[config.mk]
export PLATFORM = sky130hd
export DESIGN_NAME = crop_plus_fifo
export DESIGN_NICKNAME = d
export VERILOG_FILES = /design/src/rtl/crop_plus_fifo.sv
export SDC_FILE = /design/constraint.sdc
export NUM_CORES = 1
export LEC_CHECK = 0
export ABC_AREA = 1
export CAP_MARGIN = 20
export CORE_MARGIN = 2
export CORE_UTILIZATION = 50
export DETAILED_ROUTE_END_ITERATION = 6
export GPL_ROUTABILITY_DRIVEN = 0
export PLACE_DENSITY = 0.68
export SLEW_MARGIN = 10
export SYNTH_ARGS = -nofsm -noshare
export SYNTH_HDL_FRONTEND = slang
export SYNTH_SLANG_ARGS = --single-unit
[constraint.sdc]
create_clock -name clk -period 10.3 [get_ports clk]
set_input_delay 1.545 -clock clk [delete_from_list [all_inputs] [get_ports clk]]
set_output_delay 1.545 -clock clk [all_outputs]
set_load 0.01 [all_outputs]
[src/rtl/crop_plus_fifo.sv]
// crop_plus_fifo: streaming raster-order crop with a first-word
// fall-through output FIFO; valid/ready on every port.
module crop_plus_fifo #(
  parameter int PIXEL_BIT_WIDTH  = 16,
  parameter int IN_ROWS          = 100,
  parameter int IN_COLS          = 160,
  parameter int OUT_ROWS         = 48,
  parameter int OUT_COLS         = 48,
  parameter int IMG_ROW_BITWIDTH = 10,
  parameter int IMG_COL_BITWIDTH = 10,
  parameter int FIFO_DEPTH       = 64
) (
  input  logic                        clk,
  input  logic                        reset,
  input  logic [PIXEL_BIT_WIDTH-1:0]  pixel_in_TDATA,
  input  logic                        pixel_in_TVALID,
  output logic                        pixel_in_TREADY,
  input  logic [IMG_ROW_BITWIDTH-1:0] crop_Y1_TDATA,
  input  logic                        crop_Y1_TVALID,
  output logic                        crop_Y1_TREADY,
  input  logic [IMG_ROW_BITWIDTH-1:0] crop_X1_TDATA,
  input  logic                        crop_X1_TVALID,
  output logic                        crop_X1_TREADY,
  output logic [PIXEL_BIT_WIDTH-1:0]  pixel_out_TDATA,
  output logic                        pixel_out_TVALID,
  input  logic                        pixel_out_TREADY
);

  localparam int RB = IMG_ROW_BITWIDTH;
  localparam int CB = IMG_COL_BITWIDTH;
  localparam int AW = $clog2(FIFO_DEPTH);
  localparam int CW = AW + 1;

  localparam logic [RB-1:0] Y_MAX    = RB'(IN_ROWS - OUT_ROWS);
  localparam logic [RB-1:0] X_MAX    = RB'(IN_COLS - OUT_COLS);
  localparam logic [RB-1:0] ROW_LAST = RB'(IN_ROWS - 1);
  localparam logic [CB-1:0] COL_LAST = CB'(IN_COLS - 1);
  localparam logic [RB:0]   OUT_H    = (RB+1)'(OUT_ROWS);
  localparam logic [CB:0]   OUT_W    = (CB+1)'(OUT_COLS);
  localparam logic [CW-1:0] FULL_CNT = CW'(FIFO_DEPTH);

  logic [RB-1:0] y1;
  logic [CB-1:0] x1;
  logic          y1_held;
  logic          x1_held;
  logic [RB-1:0] row;
  logic [CB-1:0] col;

  logic [PIXEL_BIT_WIDTH-1:0] mem [FIFO_DEPTH];
  logic [AW-1:0]              wr_ptr;
  logic [AW-1:0]              rd_ptr;
  logic [CW-1:0]              count;

  logic [RB-1:0] y1_clamp;
  logic [RB-1:0] x1_clamp;
  logic          row_in;
  logic          col_in;
  logic          in_window;
  logic          full;
  logic          empty;
  logic          accept;
  logic          push;
  logic          pop;
  logic          frame_end;

  assign y1_clamp = (crop_Y1_TDATA > Y_MAX) ? Y_MAX : crop_Y1_TDATA;
  assign x1_clamp = (crop_X1_TDATA > X_MAX) ? X_MAX : crop_X1_TDATA;

  assign row_in = (row >= y1) &&
                  ({1'b0, row} < ({1'b0, y1} + OUT_H));
  assign col_in = (col >= x1) &&
                  ({1'b0, col} < ({1'b0, x1} + OUT_W));
  assign in_window = row_in && col_in;

  assign full  = (count == FULL_CNT);
  assign empty = (count == '0);

  // Out-of-window pixels never need FIFO space, so only stall on full
  // when the current pixel would actually be stored.
  assign pixel_in_TREADY = y1_held && x1_held && (!in_window || !full);
  assign crop_Y1_TREADY  = !y1_held;
  assign crop_X1_TREADY  = !x1_held;

  assign accept    = pixel_in_TVALID && pixel_in_TREADY;
  assign push      = accept && in_window;
  assign pop       = !empty && pixel_out_TREADY;
  assign frame_end = accept && (row == ROW_LAST) && (col == COL_LAST);

  assign pixel_out_TVALID = !empty;
  assign pixel_out_TDATA  = mem[rd_ptr];

  always_ff @(posedge clk) begin
    if (!reset) begin
      y1      <= '0;
      x1      <= '0;
      y1_held <= 1'b0;
      x1_held <= 1'b0;
    end else if (frame_end) begin
      y1_held <= 1'b0;
      x1_held <= 1'b0;
    end else begin
      if (crop_Y1_TVALID && !y1_held) begin
        y1      <= y1_clamp;
        y1_held <= 1'b1;
      end
      if (crop_X1_TVALID && !x1_held) begin
        x1      <= CB'(x1_clamp);
        x1_held <= 1'b1;
      end
    end
  end

  always_ff @(posedge clk) begin
    if (!reset) begin
      row <= '0;
      col <= '0;
    end else if (accept) begin
      if (col == COL_LAST) begin
        col <= '0;
        row <= (row == ROW_LAST) ? '0 : row + RB'(1);
      end else begin
        col <= col + CB'(1);
      end
    end
  end

  always_ff @(posedge clk) begin
    if (push) begin
      mem[wr_ptr] <= pixel_in_TDATA;
    end
  end

  always_ff @(posedge clk) begin
    if (!reset) begin
      wr_ptr <= '0;
      rd_ptr <= '0;
      count  <= '0;
    end else begin
      if (push) begin
        wr_ptr <= wr_ptr + AW'(1);
      end
      if (pop) begin
        rd_ptr <= rd_ptr + AW'(1);
      end
      unique case (1'b1)
        push && !pop: count <= count + CW'(1);
        pop && !push: count <= count - CW'(1);
        default:      count <= count;
      endcase
    end
  end

endmodule

==> results.py <==
metrics = {
    "run_status": {
        "status": "complete, but fails checks",
        "violations": "design-rule violations",
    },
    "clock_tree": {
        "clk_pin_slew_ns": 0.06,
        "cts.sinks": 1091,
        "post_cts_resized": 0,
        "cts_tree": "yes",
        "htree_levels": 3,
        "root_buffer": "clkbuf_16",
        "cts-hold-fix-buffers": 0,
        "cts_setup_buffers": 0,
        "clockBufferDepth": 3,
        "numCtsBuffers": 107,
        "insertion_delay_ns": 0.69,
    },
    "die": {
        "die_y_um": 302,
        "die_w_um": 302,
        "coreArea_um2": 88200,
        "die_area_um2": 91200,
        "io-pin-count": 62,
        "rows": 109,
        "start_util_pct": 50.3,
    },
    "grt": {
        "grt_pass1_wl_mm": 175,
        "grt_max_degree": 207,
        "grt_pass1_vias": 28000,
        "track_usage_pct": 25.6,
        "antenna_found_initial": 3,
        "gr-total-overflow": 0,
    },
    "placement": {
        "port_buffers": 61,
        "placed_area_um2": 46200,
        "place_hpwl_mm": 60.6,
    },
    "sta": {
        "rsz0062_at_grt": "no",
        "hold_ws_ns": 0.472,
        "hold_viol_final": 0,
        "relSlewSlack_pct": 27.1,
        "worst_slew_pin_slew_ns": 1.09,
        "finalSetupViolations": 0,
        "fin_crit_ns": 6.69,
        "min_period_over_period_pct": 65.0,
        "final_max_slew_viol_count": 0,
        "max_freq_ghz": 0.149,
        "clock_skew_ns": 0.0272,
        "setup_tns_ns": 0,
    },
    "power_and_ir_drop": {
        "p_comb_share_pct": 20.7,
        "leakagePower_uw": 0.0165,
        "switchingPower_uw": 3350,
        "pwr-share-clk_pct": 35.3,
        "p_total_uw": 11200,
        "seqPwrFrac_pct": 44.0,
        "power_density_nw_per_um2": 225,
        "internal_power_uw": 7880,
        "swShare_pct": 29.8,
        "ir_drop_v": 0.000175,
    },
    "worst_setup_path": {
        "critical_path.cell_chain": "buf_4, buf_4, o21ai_0, o22ai_1, o21ai_0, o211ai_1, nand3_1, nand2_1, clkdlybuf4s50_1",
        "crit_buf_inv": 3,
        "crit_path_end_kind": "output port",
        "arrival_ns": 5.15,
        "slowest_stage": "buf_4",
        "critPathTopFamily": "buffers and inverters",
        "path_max_fanout": 93,
        "rr_startpoint": "y1[4]$_SDFFE_PN0P_",
        "crit_required_ns": 8.76,
        "critPathKind": "flop to output port",
        "cp-start-kind": "flop",
        "reg2reg_depth": 24,
        "crit_cells": 9,
        "cp_slowest_stage_delay_ns": 0.83,
    },
    "routing": {
        "via_per_inst": 6.00,
        "wl_per_cell_um": 23.8,
        "firstDrtPassIters": 7,
        "drtIter0Drc": 3697,
        "via_count": 29500,
        "routed_wl_mm": 117,
        "ant_nets": 0,
        "drc": 2,
    },
    "synthesis": {
        "synth_seq_area_share_pct": 72.3,
        "synth_edf_count": 1024,
        "synth_xor_area_share_pct": 0.690,
        "synth-warning-count": 0,
        "synth.distinct_cells": 44,
        "synth_top_family_by_area": "compound AO/OA/AOI/OAI gates",
        "synth_async_sr_flop_share_pct": 0,
        "synth_top_area_share_pct": 69.2,
        "postSynthAreaPerCell_um2": 12.3,
        "syn_nets": 3703,
        "muxShareOfSynthArea_pct": 0,
        "yosys.area_share.simple_pct": 9.38,
        "yosys.area_share.adder_pct": 1.16,
        "synth-compound-area-share_pct": 13.3,
        "yosys.area.top_type": "edfxtp_1",
        "netlist_instances": 3620,
        "synth.area.top_cells": "edfxtp_1 (69%), o21ai_0 (7.2%), nor2_1 (6.2%)",
        "synth_area_um2": 44400,
        "ys_seq_elements": 1091,
        "synthFlopType": "edfxtp_1",
    },
    "finish": {
        "fillCellCount": 7006,
        "syn_to_final_growth_pct": 12.2,
        "final_area_um2": 49800,
        "fin_nets": 3744,
        "drive_gt1_share_pct": 8.36,
    },
    "flow_run": {
        "cap_violations": 0,
    },
    "worst_hold_path": {
        "hold_start": "x1[3]$_SDFFE_PN0P_",
        "hold_depth": 2,
        "hp-class": "flop to flop",
    },
}
## metal layers
metal  track usage (%)  wire length [um]  vias up
met5                 0                27        -
met4              8.82              3420        4
met3              4.60             11900      206
met2              40.7             54600     1499
met1              35.9             47400    14500
li1                  -                 -    13400
## flip-flops by register name, indices dropped and copies added (netlist names), named ones only
signal   flops
count        7
y1_held      1
row         10
mem       1024
y1          10
rd_ptr       6
wr_ptr       6
x1          10
x1_held      1
col         10
## cells in the final DEF (no fill, tap or decap), types with 16 or more instances in the layout
cell type | netlist | layout
clkdlybuf4s50_1 | 0 | 45
o21ai_0 | 640 | 640
a21oi_1 | 51 | 51
clkinv_1 | 1 | 20
buf_4 | 4 | 102
clkinv_2 | 0 | 19
clkbuf_16 | 0 | 110
o22ai_1 | 261 | 261
nand3_1 | 58 | 58
clkbuf_1 | 159 | 26
dfxtp_1 | 67 | 62
nor2_1 | 729 | 729
edfxtp_1 | 1024 | 1024
inv_1 | 113 | 111
buf_2 | 66 | 16
o211ai_1 | 44 | 44
o21ai_1 | 21 | 21
ha_1 | 41 | 41
o221ai_1 | 33 | 33
nor3_1 | 24 | 24
nand2_1 | 186 | 186
xor2_1 | 29 | 29
## cell type report
cell class	instances	area, um2	area share [%]
timing repair buffer	164	1320	2.64
sequential	1091	32100	64.5
clock buffer	144	2960	5.94
antenna	2	5.00	0.0100
inverter	116	452	0.907
multi-input combinational	2181	10900	21.9
tap	1165	1460	2.93
clock inverter	58	611	1.23
## path summary, 6_finish.rpt
check / to / slack (ns)
hold / removal: x1[3]$_SDFFE_PN0P_ / 0.47
hold reg to reg: x1[3]$_SDFFE_PN0P_ / 0.47
setup / recovery: pixel_out_TDATA[15] / 3.61
setup reg to reg: count[6]$_SDFFE_PN0P_ / 6.08
## stage by stage
| stage | worst slack (ns) | std cells | utilization, % |
|---|---|---|---|
| 2_1_floorplan | 6.77 | 3620 | - |
| 3_3_place_gp | 4.54 | 4717 | 52.4 |
| 3_5_place_dp | 4.50 | 4717 | 52.4 |
| 4_1_cts | 3.73 | 4919 | 56.4 |
| 5_1_grt | 3.37 | 4919 | 56.4 |
| 6_report | 3.61 | 4921 | 56.4 |
## logic make-up (layout without fill, tap and decap cells)
kind of cell               Yosys count  in the layout
DFF                               1091           1091
AOI/OAI and AO/OA                 1063           1063
and+or+nand+nor                   1042           1042
buffers and inverters              348            482
adders and majority gates           41             41
xor gates and xnor gates            35             35
other                                0              2
## power groups by stage
| stage | Combinational, uW | Clock [uW] | Sequential, uW |
|---|---|---|---|
| after detailed placement | 2290 | 0 | 5030 |
| final | 2330 | 3970 | 4930 |
| after global routing | 2550 | 4180 | 4940 |
| after global placement | 2260 | 0 | 5030 |
| after CTS | 2300 | 4000 | 4930 |
| after floorplan | 1550 | 0 | 4980 |
## synthesized netlist by cell type (3+ instances only)
cell,n
a211oi_1,4
a21o_1,3
a21oi_1,51
buf_2,66
buf_4,4
clkbuf_1,159
dfxtp_1,67
edfxtp_1,1024
ha_1,41
inv_1,113
nand2_1,186
nand2_2,6
nand3_1,58
nand3b_1,3
nand4_1,4
nor2_1,729
nor2_2,4
nor3_1,24
nor3b_1,3
o211ai_1,44
o21ai_0,640
o21ai_1,21
o221ai_1,33
o22ai_1,261
or2_2,14
xnor2_1,6
xor2_1,29
## worst register-to-register path, delay by kind of cell, from the launching register on
family	cells	cell delay, ns
fa+ha+maj	4	1.21
buf+inv	2	0.14
simple gates	11	1.33
compound gates	4	0.53
xor+xnor	3	0.53
flops	1	0.33
No activity file was read; power rests on OpenSTA's default activity.
